## config.mk

```make
export PLATFORM = sky130hd
export DESIGN_NAME = datapath_processador_flat
export DESIGN_NICKNAME = d
export VERILOG_FILES = /design/src/rtl/datapath_processador_if.sv /design/src/rtl/datapath_processador.sv /design/src/flat_wrapper.sv
export SDC_FILE = /design/constraint.sdc
export NUM_CORES = 1
export LEC_CHECK = 0
export BUFFER_PORTS_ARGS = -buffer_cell sky130_fd_sc_hd__buf_2
export CORE_ASPECT_RATIO = 0.6
export CORE_MARGIN = 2
export CORE_UTILIZATION = 53
export CTS_CLUSTER_DIAMETER = 30
export DETAILED_ROUTE_END_ITERATION = 6
export PLACE_DENSITY = 0.81
export SETUP_SLACK_MARGIN = 0.2
export SLEW_MARGIN = 10
export SYNTH_ARGS = -nofsm -noshare
export SYNTH_HDL_FRONTEND = slang
export SYNTH_SLANG_ARGS = --single-unit
```

## constraint.sdc

```tcl
create_clock -name Clock -period 5.05 [get_ports Clock]
set_input_delay 0.7575 -clock Clock [delete_from_list [all_inputs] [get_ports Clock]]
set_output_delay 0.7575 -clock Clock [all_outputs]
set_load 0.01 [all_outputs]
```

## src/rtl/datapath_processador_if.sv

```systemverilog
// Bus and control bundle between the control unit (master) and the datapath (slave).
// Define DATAPATH_ZERO_FLAG_EN to add the Zero flag signal.
interface datapath_processador_if #(parameter int DATA_W = 16);
  logic [DATA_W-1:0] DIN;
  logic [7:0]        Rin;
  logic [7:0]        Rout;
  logic              IncrPc;
  logic              IRin;
  logic              ADDRin;
  logic              DOUTin;
  logic              W_D;
  logic              Ain;
  logic              Gin;
  logic              Gout;
  logic              DINout;
  logic [1:0]        Ulaop;
  logic [DATA_W-1:0] Bus;
  logic [DATA_W-1:0] ADDR;
  logic [DATA_W-1:0] DOUT;
  logic              W;
  logic [8:0]        Instrucao;
  logic [DATA_W-1:0] GRout;
`ifdef DATAPATH_ZERO_FLAG_EN
  logic              Zero;
`endif

  modport master (
    output DIN, Rin, Rout, IncrPc, IRin, ADDRin, DOUTin, W_D, Ain, Gin, Gout, DINout, Ulaop,
    input  Bus, ADDR, DOUT, W, Instrucao, GRout
`ifdef DATAPATH_ZERO_FLAG_EN
    , input Zero
`endif
  );

  modport slave (
    input  DIN, Rin, Rout, IncrPc, IRin, ADDRin, DOUTin, W_D, Ain, Gin, Gout, DINout, Ulaop,
    output Bus, ADDR, DOUT, W, Instrucao, GRout
`ifdef DATAPATH_ZERO_FLAG_EN
    , output Zero
`endif
  );
endinterface

```

## src/rtl/datapath_processador.sv

```systemverilog
// Simple processor datapath: R0..R7 (R0 = PC), A, G, IR, ADDR, DOUT, W around a shared bus.
// Optional Zero flag register enabled by the DATAPATH_ZERO_FLAG_EN macro.
module datapath_processador #(
  parameter int DATA_W = 16
) (
  input  logic                   Clock,
  input  logic                   Resetn,
  datapath_processador_if.slave  dp
);

  logic [DATA_W-1:0] r [8];
  logic [DATA_W-1:0] a;
  logic [DATA_W-1:0] g;
  logic [DATA_W-1:0] addr_q;
  logic [DATA_W-1:0] dout_q;
  logic              w_q;
  logic [8:0]        ir;
  logic [DATA_W-1:0] bus;
  logic [DATA_W-1:0] alu;
  logic              found;

  function automatic logic [DATA_W-1:0] alu_op(input logic [DATA_W-1:0] lhs,
                                               input logic [DATA_W-1:0] rhs,
                                               input logic [1:0]        op);
    logic signed [DATA_W-1:0] sl;
    logic signed [DATA_W-1:0] sr;
    sl = lhs;
    sr = rhs;
    case (op)
      2'b00:   return lhs + rhs;
      2'b01:   return lhs - rhs;
      2'b10:   return lhs & rhs;
      default: return (sl < sr) ? DATA_W'(1) : '0;
    endcase
  endfunction

  // Bus source: DIN, then G, then the lowest-indexed enabled register.
  always_comb begin
    bus   = '0;
    found = 1'b0;
    if (dp.DINout) begin
      bus = dp.DIN;
    end else if (dp.Gout) begin
      bus = g;
    end else begin
      for (int i = 0; i < 8; i++) begin
        if (dp.Rout[i] && !found) begin
          bus   = r[i];
          found = 1'b1;
        end
      end
    end
  end

  assign alu = alu_op(a, bus, dp.Ulaop);

  always_ff @(posedge Clock) begin
    if (Resetn) begin
      for (int i = 0; i < 8; i++) r[i] <= '0;
      a      <= '0;
      g      <= '0;
      ir     <= '0;
      addr_q <= '0;
      dout_q <= '0;
      w_q    <= 1'b0;
    end else begin
      for (int i = 0; i < 8; i++) begin
        if (dp.Rin[i]) r[i] <= bus;
      end
      // An explicit PC load takes precedence over the increment.
      if (dp.IncrPc && !dp.Rin[0]) r[0] <= r[0] + DATA_W'(1);
      if (dp.Ain)    a      <= bus;
      if (dp.Gin)    g      <= alu;
      if (dp.IRin)   ir     <= bus[8:0];
      if (dp.ADDRin) addr_q <= bus;
      if (dp.DOUTin) dout_q <= bus;
      w_q <= dp.W_D;
    end
  end

`ifdef DATAPATH_ZERO_FLAG_EN
  logic zero_q;

  always_ff @(posedge Clock) begin
    if (Resetn) begin
      zero_q <= 1'b0;
    end else if (dp.Gin) begin
      zero_q <= (alu == '0);
    end
  end

  assign dp.Zero = zero_q;
`endif

  assign dp.Bus       = bus;
  assign dp.ADDR      = addr_q;
  assign dp.DOUT      = dout_q;
  assign dp.W         = w_q;
  assign dp.Instrucao = ir;
  assign dp.GRout     = g;

endmodule

```

## src/flat_wrapper.sv

```systemverilog
// flat-port wrapper written by rule: the top's interface ports become plain ports
module datapath_processador_flat 
#(
  parameter int DATA_W = 16
)
  (Clock, Resetn, dp_DIN, dp_Rin, dp_Rout, dp_IncrPc, dp_IRin, dp_ADDRin, dp_DOUTin, dp_W_D, dp_Ain, dp_Gin, dp_Gout, dp_DINout, dp_Ulaop, dp_Bus, dp_ADDR, dp_DOUT, dp_W, dp_Instrucao, dp_GRout);
  datapath_processador_if #(.DATA_W(DATA_W)) dp_i ();
  input  logic Clock;
  input  logic Resetn;
  input wire logic [$bits(dp_i.DIN)-1:0] dp_DIN;
  input wire logic [$bits(dp_i.Rin)-1:0] dp_Rin;
  input wire logic [$bits(dp_i.Rout)-1:0] dp_Rout;
  input wire logic [$bits(dp_i.IncrPc)-1:0] dp_IncrPc;
  input wire logic [$bits(dp_i.IRin)-1:0] dp_IRin;
  input wire logic [$bits(dp_i.ADDRin)-1:0] dp_ADDRin;
  input wire logic [$bits(dp_i.DOUTin)-1:0] dp_DOUTin;
  input wire logic [$bits(dp_i.W_D)-1:0] dp_W_D;
  input wire logic [$bits(dp_i.Ain)-1:0] dp_Ain;
  input wire logic [$bits(dp_i.Gin)-1:0] dp_Gin;
  input wire logic [$bits(dp_i.Gout)-1:0] dp_Gout;
  input wire logic [$bits(dp_i.DINout)-1:0] dp_DINout;
  input wire logic [$bits(dp_i.Ulaop)-1:0] dp_Ulaop;
  output wire logic [$bits(dp_i.Bus)-1:0] dp_Bus;
  output wire logic [$bits(dp_i.ADDR)-1:0] dp_ADDR;
  output wire logic [$bits(dp_i.DOUT)-1:0] dp_DOUT;
  output wire logic [$bits(dp_i.W)-1:0] dp_W;
  output wire logic [$bits(dp_i.Instrucao)-1:0] dp_Instrucao;
  output wire logic [$bits(dp_i.GRout)-1:0] dp_GRout;
  assign dp_i.DIN = dp_DIN;
  assign dp_i.Rin = dp_Rin;
  assign dp_i.Rout = dp_Rout;
  assign dp_i.IncrPc = dp_IncrPc;
  assign dp_i.IRin = dp_IRin;
  assign dp_i.ADDRin = dp_ADDRin;
  assign dp_i.DOUTin = dp_DOUTin;
  assign dp_i.W_D = dp_W_D;
  assign dp_i.Ain = dp_Ain;
  assign dp_i.Gin = dp_Gin;
  assign dp_i.Gout = dp_Gout;
  assign dp_i.DINout = dp_DINout;
  assign dp_i.Ulaop = dp_Ulaop;
  assign dp_Bus = dp_i.Bus;
  assign dp_ADDR = dp_i.ADDR;
  assign dp_DOUT = dp_i.DOUT;
  assign dp_W = dp_i.W;
  assign dp_Instrucao = dp_i.Instrucao;
  assign dp_GRout = dp_i.GRout;
  datapath_processador #(.DATA_W(DATA_W)) u_core (.Clock(Clock), .Resetn(Resetn), .dp(dp_i));
endmodule
```

==> results of run 1 <==
==> cells by family after synthesis <==
group,Yosys count
AOI/OAI and AO/OA,302
xor gates and xnor gates,30
adders and majority gates,39
buffers and inverters,148
DFF,202
muxes,20
and+or+nand+nor,348
==> through the flow <==
step | area (sq um) | std cells | utilization, % | power [mW] | setup TNS [ns]
CTS | 12300 | 1481 | 63.9 | 4.76 | 0
floorplan | 10500 | 1089 | - | 2.47 | 0
global route | 12300 | 1482 | 64.1 | 4.93 | 0
global placement | 11300 | 1428 | 58.8 | 2.73 | 0
detailed placement | 11300 | 1428 | 58.8 | 2.75 | -0.147
finish | 12300 | 1482 | 64.1 | 4.77 | 0
==> registers in the layout, indices dropped and copies added (netlist names) <==
| signal | count |
|---|---|
| u_core.a | 16 |
| u_core.dp.ADDR | 16 |
| u_core.dp.DOUT | 16 |
| u_core.dp.GRout | 16 |
| u_core.dp.Instrucao | 9 |
| u_core.dp.W | 1 |
| u_core.r | 128 |
==> routing by layer <==
layer  GRT usage [%]  vias to the layer above  share of wire [%]  routed length, microns
met5               0                        -                  0                       0
met4            7.72                        0                2.1                     654
met3            9.14                       51                 14                    4300
met2            39.5                      540                 39                   12200
met1            46.0                     4265                 45                   13900
li1                -                     4120                  -                       -
==> synth_stat cells, types with 3 or more instances <==
cell type    n
a2111oi_0    4
a211o_1      3
a211oi_1    70
a211oi_2    21
a21oi_1     72
a21oi_2      6
a221o_1     11
a221oi_1    10
a221oi_2     7
a22oi_1      5
a22oi_2     10
a2bb2oi_1    3
a311oi_1     3
a31oi_1      3
a32oi_1      7
and3_1       6
buf_1       10
buf_2       11
buf_4        3
buf_6       12
clkbuf_1    57
dfxtp_1    106
edfxtp_1    96
ha_1        37
inv_1       52
mux2i_1     19
nand2_1     47
nand2b_1    11
nand3_1      7
nand3b_1     3
nor2_1     229
nor2b_1     10
nor3_1      10
o211ai_1    12
o21ai_0     19
o21bai_1     3
o22ai_1     17
or2_2        5
or3_1        8
xnor2_1     17
xor2_1      13
==> power by group through the flow <==
stage	clock, mW	combinational (mW)	sequential [mW]
final	2.02	0.818	1.93
after global routing	2.10	0.888	1.94
after CTS	2.04	0.793	1.93
after detailed placement	0	0.787	1.96
after global placement	0	0.776	1.96
after floorplan	0	0.516	1.96
==> worst min path at each step <==
stage                                     endpoint  slack (ns)  cells after the start
floorplan             u_core.r[1][62]$_SDFFE_PP0P_        0.46                      2
global placement    u_core.dp.ADDR[5]$_SDFFE_PP0P_        0.47                      2
detailed placement  u_core.dp.ADDR[4]$_SDFFE_PP0P_        0.48                      2
CTS                         u_core.dp.W$_SDFF_PP0_        0.42                      2
global route                u_core.dp.W$_SDFF_PP0_        0.43                      2
finish                      u_core.dp.W$_SDFF_PP0_        0.44                      2
==> cell usage in the layout (no fill, tap or decap), types with 4 or more instances in the layout <==
cell          n
a211oi_1     70
a211oi_2     21
a21oi_1      72
a21oi_2       6
a221o_1      11
a221oi_1      9
a221oi_2      8
a22oi_1       5
a22oi_2      10
a32oi_1       7
and3_1        6
buf_2       117
buf_4        49
clkbuf_16    30
clkinv_4      4
clkinvlp_4    5
dfxtp_1     106
edfxtp_1     96
ha_1         37
inv_1        52
inv_6         5
mux2i_1      18
nand2_1      47
nand2b_1     11
nand3_1       7
nor2_1      229
nor2b_1      10
nor3_1       10
o211ai_1     12
o21ai_0      19
o22ai_1      17
or2_2         5
or3_1         8
xnor2_1      17
xor2_1       13
==> repair_timing <==
action                                  4_1_cts  5_1_grt
hold endpoints to repair                      0        0
endpoints found under the setup margin        0        4
gates resized for setup                       0        5
==> layout make-up <==
type | count | area share (%)
clock inverters | 20 | 1.69
repair buffers | 167 | 7.90
well taps | 266 | 2.70
flip-flops and latches | 202 | 40.6
inverters | 54 | 1.66
diodes | 1 | 0.0203
clock buffers | 33 | 6.27
multi-input cells | 739 | 39.1
==> impl_metrics.py, run 1 <==
metrics = {
    "route": {
        "via_per_inst": 6.06,
        "postRouteAntennaNets": 0,
        "route.final.wire_length_microns": 31100,
        "drc_errors": 0,
        "wl_per_cell_microns": 21.0,
        "vias": 8976,
        "first_pass_iters": 5,
        "drt_iter0_markers": 1095,
    },
    "pwr": {
        "p_comb_share_pct": 17.1,
        "seq_power_share_pct": 40.5,
        "power.internal_mw": 3.38,
        "ir_drop_v": 0.000270,
        "p_switching_mw": 1.40,
        "clkPwrFrac_pct": 42.4,
        "p_per_area_nw_per_um2": 388,
        "leakagePower_nw": 5.06,
        "switching_share_pct": 29.2,
    },
    "sta": {
        "clock_skew_ns": 0.00996,
        "setup_ws_ns": 0.432,
        "slew_headroom_pct": 34.4,
        "worst_pin_slew_ns": 0.985,
        "period_share_pct": 91.4,
        "hold_ws_ns": 0.437,
        "setup_viol": 0,
        "period_needed_ns": 4.62,
        "rsz0062_at_grt": "false",
        "slew_violations": 0,
        "hold_viol_final": 0,
        "timing.fmax_mhz": 217,
    },
    "logic_synthesis": {
        "ys_ff_latch": 202,
        "synthArstFlopShare_pct": 0,
        "synth-main-ff-cell": "dfxtp_1",
        "synthAdderAreaFrac_pct": 4.80,
        "synth_simple_gate_area_share_pct": 14.4,
        "synth_edf_count": 96,
        "synthMuxAreaShare_pct": 1.92,
        "synth_compound_area_share_pct": 22.1,
        "yosysTopAreaCell": "edfxtp_1",
        "syn_inst": 1089,
        "netlist_area_sq_um": 10500,
        "synth_top_family_by_area": "compound AO/OA/AOI/OAI gates",
        "syn_area_per_cell_sq_um": 9.63,
        "synthTopCellsByArea": "edfxtp_1 27%, dfxtp_1 20%, nor2_1 8.2%, a211oi_1 5.0%, ha_1 4.4%",
        "synthDistinctLibCells": 68,
        "ys.warnings.count": 0,
        "mappedNetlistNets": 1173,
        "synth_xor_area_share_pct": 2.51,
        "yosys.area.top_type_share_pct": 27.5,
        "ys_seq_area_share_pct": 47.7,
    },
    "worst_hold_path": {
        "min_from": "dp_W_D",
        "hold_class": "input port to flip-flop",
    },
    "die": {
        "fp.dieH_microns": 113,
        "dieArea_sq_um": 21000,
        "die_x_microns": 186,
        "fp.coreArea_sq_um": 19200,
        "rows": 39,
        "start_util_pct": 54.5,
        "ios": 119,
    },
    "job": {
        "maxCapViolCount": 0,
    },
    "cells_and_area": {
        "nFillCells": 1590,
        "multi_input_area_sq_um": 4820,
        "nNetsFinal": 1277,
        "seq_area_sq_um": 5000,
        "syn2layout_area_growth_pct": 17.5,
        "drive_gt1_share_pct": 23.0,
    },
    "critical_path": {
        "reg2reg_to": "u_core.dp.GRout[12]$_SDFFE_PP0P_",
        "rrSetupSlack_ns": 0.94,
        "arrival_ns": 5.02,
        "crit_path_cell_trace": "buf_2, or4_4, nor3_2, and2_1, buf_4, a22oi_1, a32oi_1, mux2i_2, inv_1, ha_1, a21oi_1, o21ai_0, o22a_1, a311oi_2, mux2_2, a31oi_1, xnor2_1, a2111oi_0",
        "worstSetupPathType": "input port to flip-flop",
        "crit_family": "compound AO/OA/AOI/OAI gates",
        "worst_path_max_delay_cell": "or4_4",
        "worstPathMaxFanout": 8,
        "cp.buffers_inverters": 3,
        "cp-start-kind": "input port",
        "crit_end": "u_core.dp.GRout[11]$_SDFFE_PP0P_",
        "crit_cells": 18,
        "reg2regPathDepth": 16,
        "critPathMaxStageDelay_ns": 0.58,
        "end_kind": "flip-flop",
        "startpoint": "dp_Rout[0]",
        "crit_required_ns": 5.45,
        "regToRegStartpoint": "u_core.r[0][48]$_SDFFCE_PN0P_",
    },
    "clock_tree": {
        "numCtsBuffers": 29,
        "htree_levels": 1,
        "clock-sinks": 202,
        "ctsLongestPathBuffers": 3,
        "path_clk_slew_ns": 0.05,
        "holdBufCountCts": 0,
        "cts_tree": "done",
        "postCtsSetupRepairBufs": 0,
        "root_buffer": "clkbuf_16",
        "clk_latency_ns": 0.53,
    },
    "global_route": {
        "grt_overflow": 0,
        "antenna_found_initial": 1,
        "grt_use_total_pct": 29.6,
        "grt_pass1_vias": 8339,
        "grt_max_degree": 82,
        "grt_first_pass_wirelength_microns": 47700,
    },
    "place": {
        "numPortBuffers": 118,
        "place_congestion": 0.996,
        "place_ws_ns": -0.0763,
        "dp_hpwl_microns": 22100,
    },
    "status": {
        "status": "completed",
    },
}
(Power assumes the default switching activity.)
==> inputs of run 2 (changes only) <==
--- a/config.mk
+++ b/config.mk
@@ -6,9 +6,11 @@
 export NUM_CORES = 1
 export LEC_CHECK = 0
 export BUFFER_PORTS_ARGS = -buffer_cell sky130_fd_sc_hd__buf_2
+export CELL_PAD_IN_SITES_DETAIL_PLACEMENT = 1
+export CELL_PAD_IN_SITES_GLOBAL_PLACEMENT = 1
 export CORE_ASPECT_RATIO = 0.6
 export CORE_MARGIN = 2
-export CORE_UTILIZATION = 53
+export CORE_UTILIZATION = 41
 export CTS_CLUSTER_DIAMETER = 30
 export DETAILED_ROUTE_END_ITERATION = 6
 export PLACE_DENSITY = 0.81
==> impl_metrics.py, run 2 (synthesis gave the netlist of run 1 again) <==
metrics = {
    "status": {
        "status": "completed",
    },
    "clock_tree": {
        "ctsLongestPathBuffers": 3,
        "numCtsBuffers": 36,
        "root_buffer": "clkbuf_16",
        "clock-sinks": 202,
        "htree_levels": 2,
        "path_clk_slew_ns": 0.05,
        "holdBufCountCts": 0,
        "clk_latency_ns": 0.53,
        "cts_tree": "done",
    },
    "global_route": {
        "antenna_found_initial": 0,
        "grt_pass1_vias": 9394,
        "grt_max_degree": 84,
        "grt_first_pass_wirelength_microns": 57900,
        "grt_overflow": 0,
        "grt_use_total_pct": 28.5,
    },
    "route": {
        "wl_per_cell_microns": 24.5,
        "drt_iter0_markers": 975,
        "via_per_inst": 6.02,
        "postRouteAntennaNets": 0,
        "vias": 9368,
        "route.final.wire_length_microns": 38200,
        "first_pass_iters": 5,
        "drc_errors": 0,
    },
    "critical_path": {
        "crit_required_ns": 5.44,
        "cp-start-kind": "input port",
        "rrSetupSlack_ns": 0.67,
        "regToRegStartpoint": "u_core.r[0][48]$_SDFFCE_PN0P_",
        "worstPathMaxFanout": 3,
        "reg2reg_to": "u_core.dp.GRout[12]$_SDFFE_PP0P_",
        "reg2regPathDepth": 17,
        "end_kind": "flip-flop",
        "worstSetupPathType": "input port to flip-flop",
        "startpoint": "dp_Rout[0]",
        "arrival_ns": 5.11,
    },
    "sta": {
        "setup_viol": 0,
        "hold_viol_final": 0,
        "slew_violations": 0,
        "clock_skew_ns": 0.0143,
        "slew_headroom_pct": 28.8,
        "period_share_pct": 93.3,
        "hold_ws_ns": 0.445,
        "worst_pin_slew_ns": 1.07,
        "period_needed_ns": 4.71,
        "rsz0062_at_grt": "false",
        "timing.fmax_mhz": 212,
    },
    "job": {
        "maxCapViolCount": 0,
    },
    "pwr": {
        "clkPwrFrac_pct": 49.4,
        "switching_share_pct": 28.1,
        "power.internal_mw": 4.00,
        "p_per_area_nw_per_um2": 435,
        "seq_power_share_pct": 35.0,
        "leakagePower_nw": 5.24,
        "ir_drop_v": 0.000214,
        "p_switching_mw": 1.56,
        "p_comb_share_pct": 15.5,
    },
    "die": {
        "ios": 119,
        "dieArea_sq_um": 26900,
        "die_x_microns": 210,
        "fp.dieH_microns": 128,
        "start_util_pct": 41.6,
        "rows": 45,
        "fp.coreArea_sq_um": 25200,
    },
    "worst_hold_path": {
        "holdPathEnd": "u_core.dp.W$_SDFF_PP0_",
        "hold_class": "input port to flip-flop",
        "min_from": "dp_W_D",
        "hold_depth": 2,
    },
    "cells_and_area": {
        "nNetsFinal": 1283,
        "final_cells": 1556,
        "largest_reg_flops": 128,
        "final_core_util_pct": 50.7,
        "drive_gt1_share_pct": 24.0,
        "top_register": "u_core.r",
        "layout_common_cells": "229 x nor2_1, 117 x buf_2, 106 x dfxtp_1, 96 x edfxtp_1",
        "fin_area_sq_um": 12800,
        "syn2layout_area_growth_pct": 21.9,
        "layout.cells.most_common": "nor2_1",
        "antenna_cells": 0,
    },
    "place": {
        "dp_hpwl_microns": 26400,
        "numPortBuffers": 118,
        "placed_cell_area_sq_um": 11400,
        "place_congestion": 0.930,
        "dp.cells": 1489,
    },
}
## run 2: cell types whose count changed in the layout (fill, tap and decap cells not counted), moves of 2 or more
cell / previous run / this run
a21oi_1: 72 / 70
clkinv_4: 4 / 1
clkbuf_8: 1 / 5
bufinv_16: 2 / 8
clkbuf_16: 30 / 37
o21ai_0: 19 / 17
o21ai_1: 0 / 2
## run 2: routing by layer
layer  GRT usage (%)  vias up  share of wire [%]
li1                -     4134                  -
met3            6.49       65                9.4
met4            6.79        0                2.0
met1            42.9     4746                 47
met5               0        -                  0
met2            41.3      423                 42
## run 2: area by class of cell
cell class	instances	area [sq um]
flip-flops and latches	202	5000
clock buffers	44	1000
well taps	329	412
clock inverters	22	360
fillers	2846	12400
inverters	54	204
repair buffers	166	953
multi-input cells	739	4850
## run 2: timing repair
item	in CTS	in global routing
cloned	0	0
pin swaps	0	2
resized for setup	1	9
buffers inserted	0	1
setup endpoints to repair	3	9
## run 2: power by group through the flow
stage / sequential (mW) / combinational, mW / clock [mW]
floorplan: 1.96 / 0.516 / 0
global placement: 1.97 / 0.797 / 0
detailed placement: 1.97 / 0.823 / 0
CTS: 1.94 / 0.842 / 2.78
global route: 1.96 / 0.930 / 2.85
finish: 1.95 / 0.865 / 2.75
## run 2: how the worst max path moves through the flow
stage / depth (start not counted) / slack (ns) / end
6_report: 20 / 0.34 / u_core.dp.GRout[12]$_SDFFE_PP0P_
5_1_grt: 22 / 0.21 / u_core.dp.GRout[12]$_SDFFE_PP0P_
4_1_cts: 21 / 0.26 / u_core.dp.GRout[14]$_SDFFE_PP0P_
3_5_place_dp: 21 / -0.26 / u_core.dp.GRout[14]$_SDFFE_PP0P_
3_3_place_gp: 21 / -0.16 / u_core.dp.GRout[14]$_SDFFE_PP0P_
2_1_floorplan: 22 / 0.24 / u_core.dp.GRout[12]$_SDFFE_PP0P_
## run 2: worst max-delay path, stage by stage
cell and delay [ns]:
buf_2 0.10, or4_4 0.58, nor3_4 0.18, and3b_1 0.23, a22oi_2 0.10, a32oi_2 0.32, buf_4 0.17, mux2i_1 0.08
inv_1 0.13, buf_4 0.14, ha_1 0.25, fa_1 0.28, a21oi_2 0.10, o21ai_0 0.45, a21oi_1 0.23, a21oi_1 0.26
nor2_1 0.07, a21oi_1 0.17, xnor2_1 0.09, a2111oi_0 0.40
## run 2: stage by stage
| stage | TNS, ns | setup slack (ns) | total power, mW |
|---|---|---|---|
| after floorplan | 0 | 0.238 | 2.47 |
| after global placement | -0.344 | -0.159 | 2.76 |
| after detailed placement | -0.839 | -0.262 | 2.80 |
| after CTS | 0 | 0.262 | 5.56 |
| after global routing | 0 | 0.206 | 5.74 |
| final | 0 | 0.337 | 5.56 |
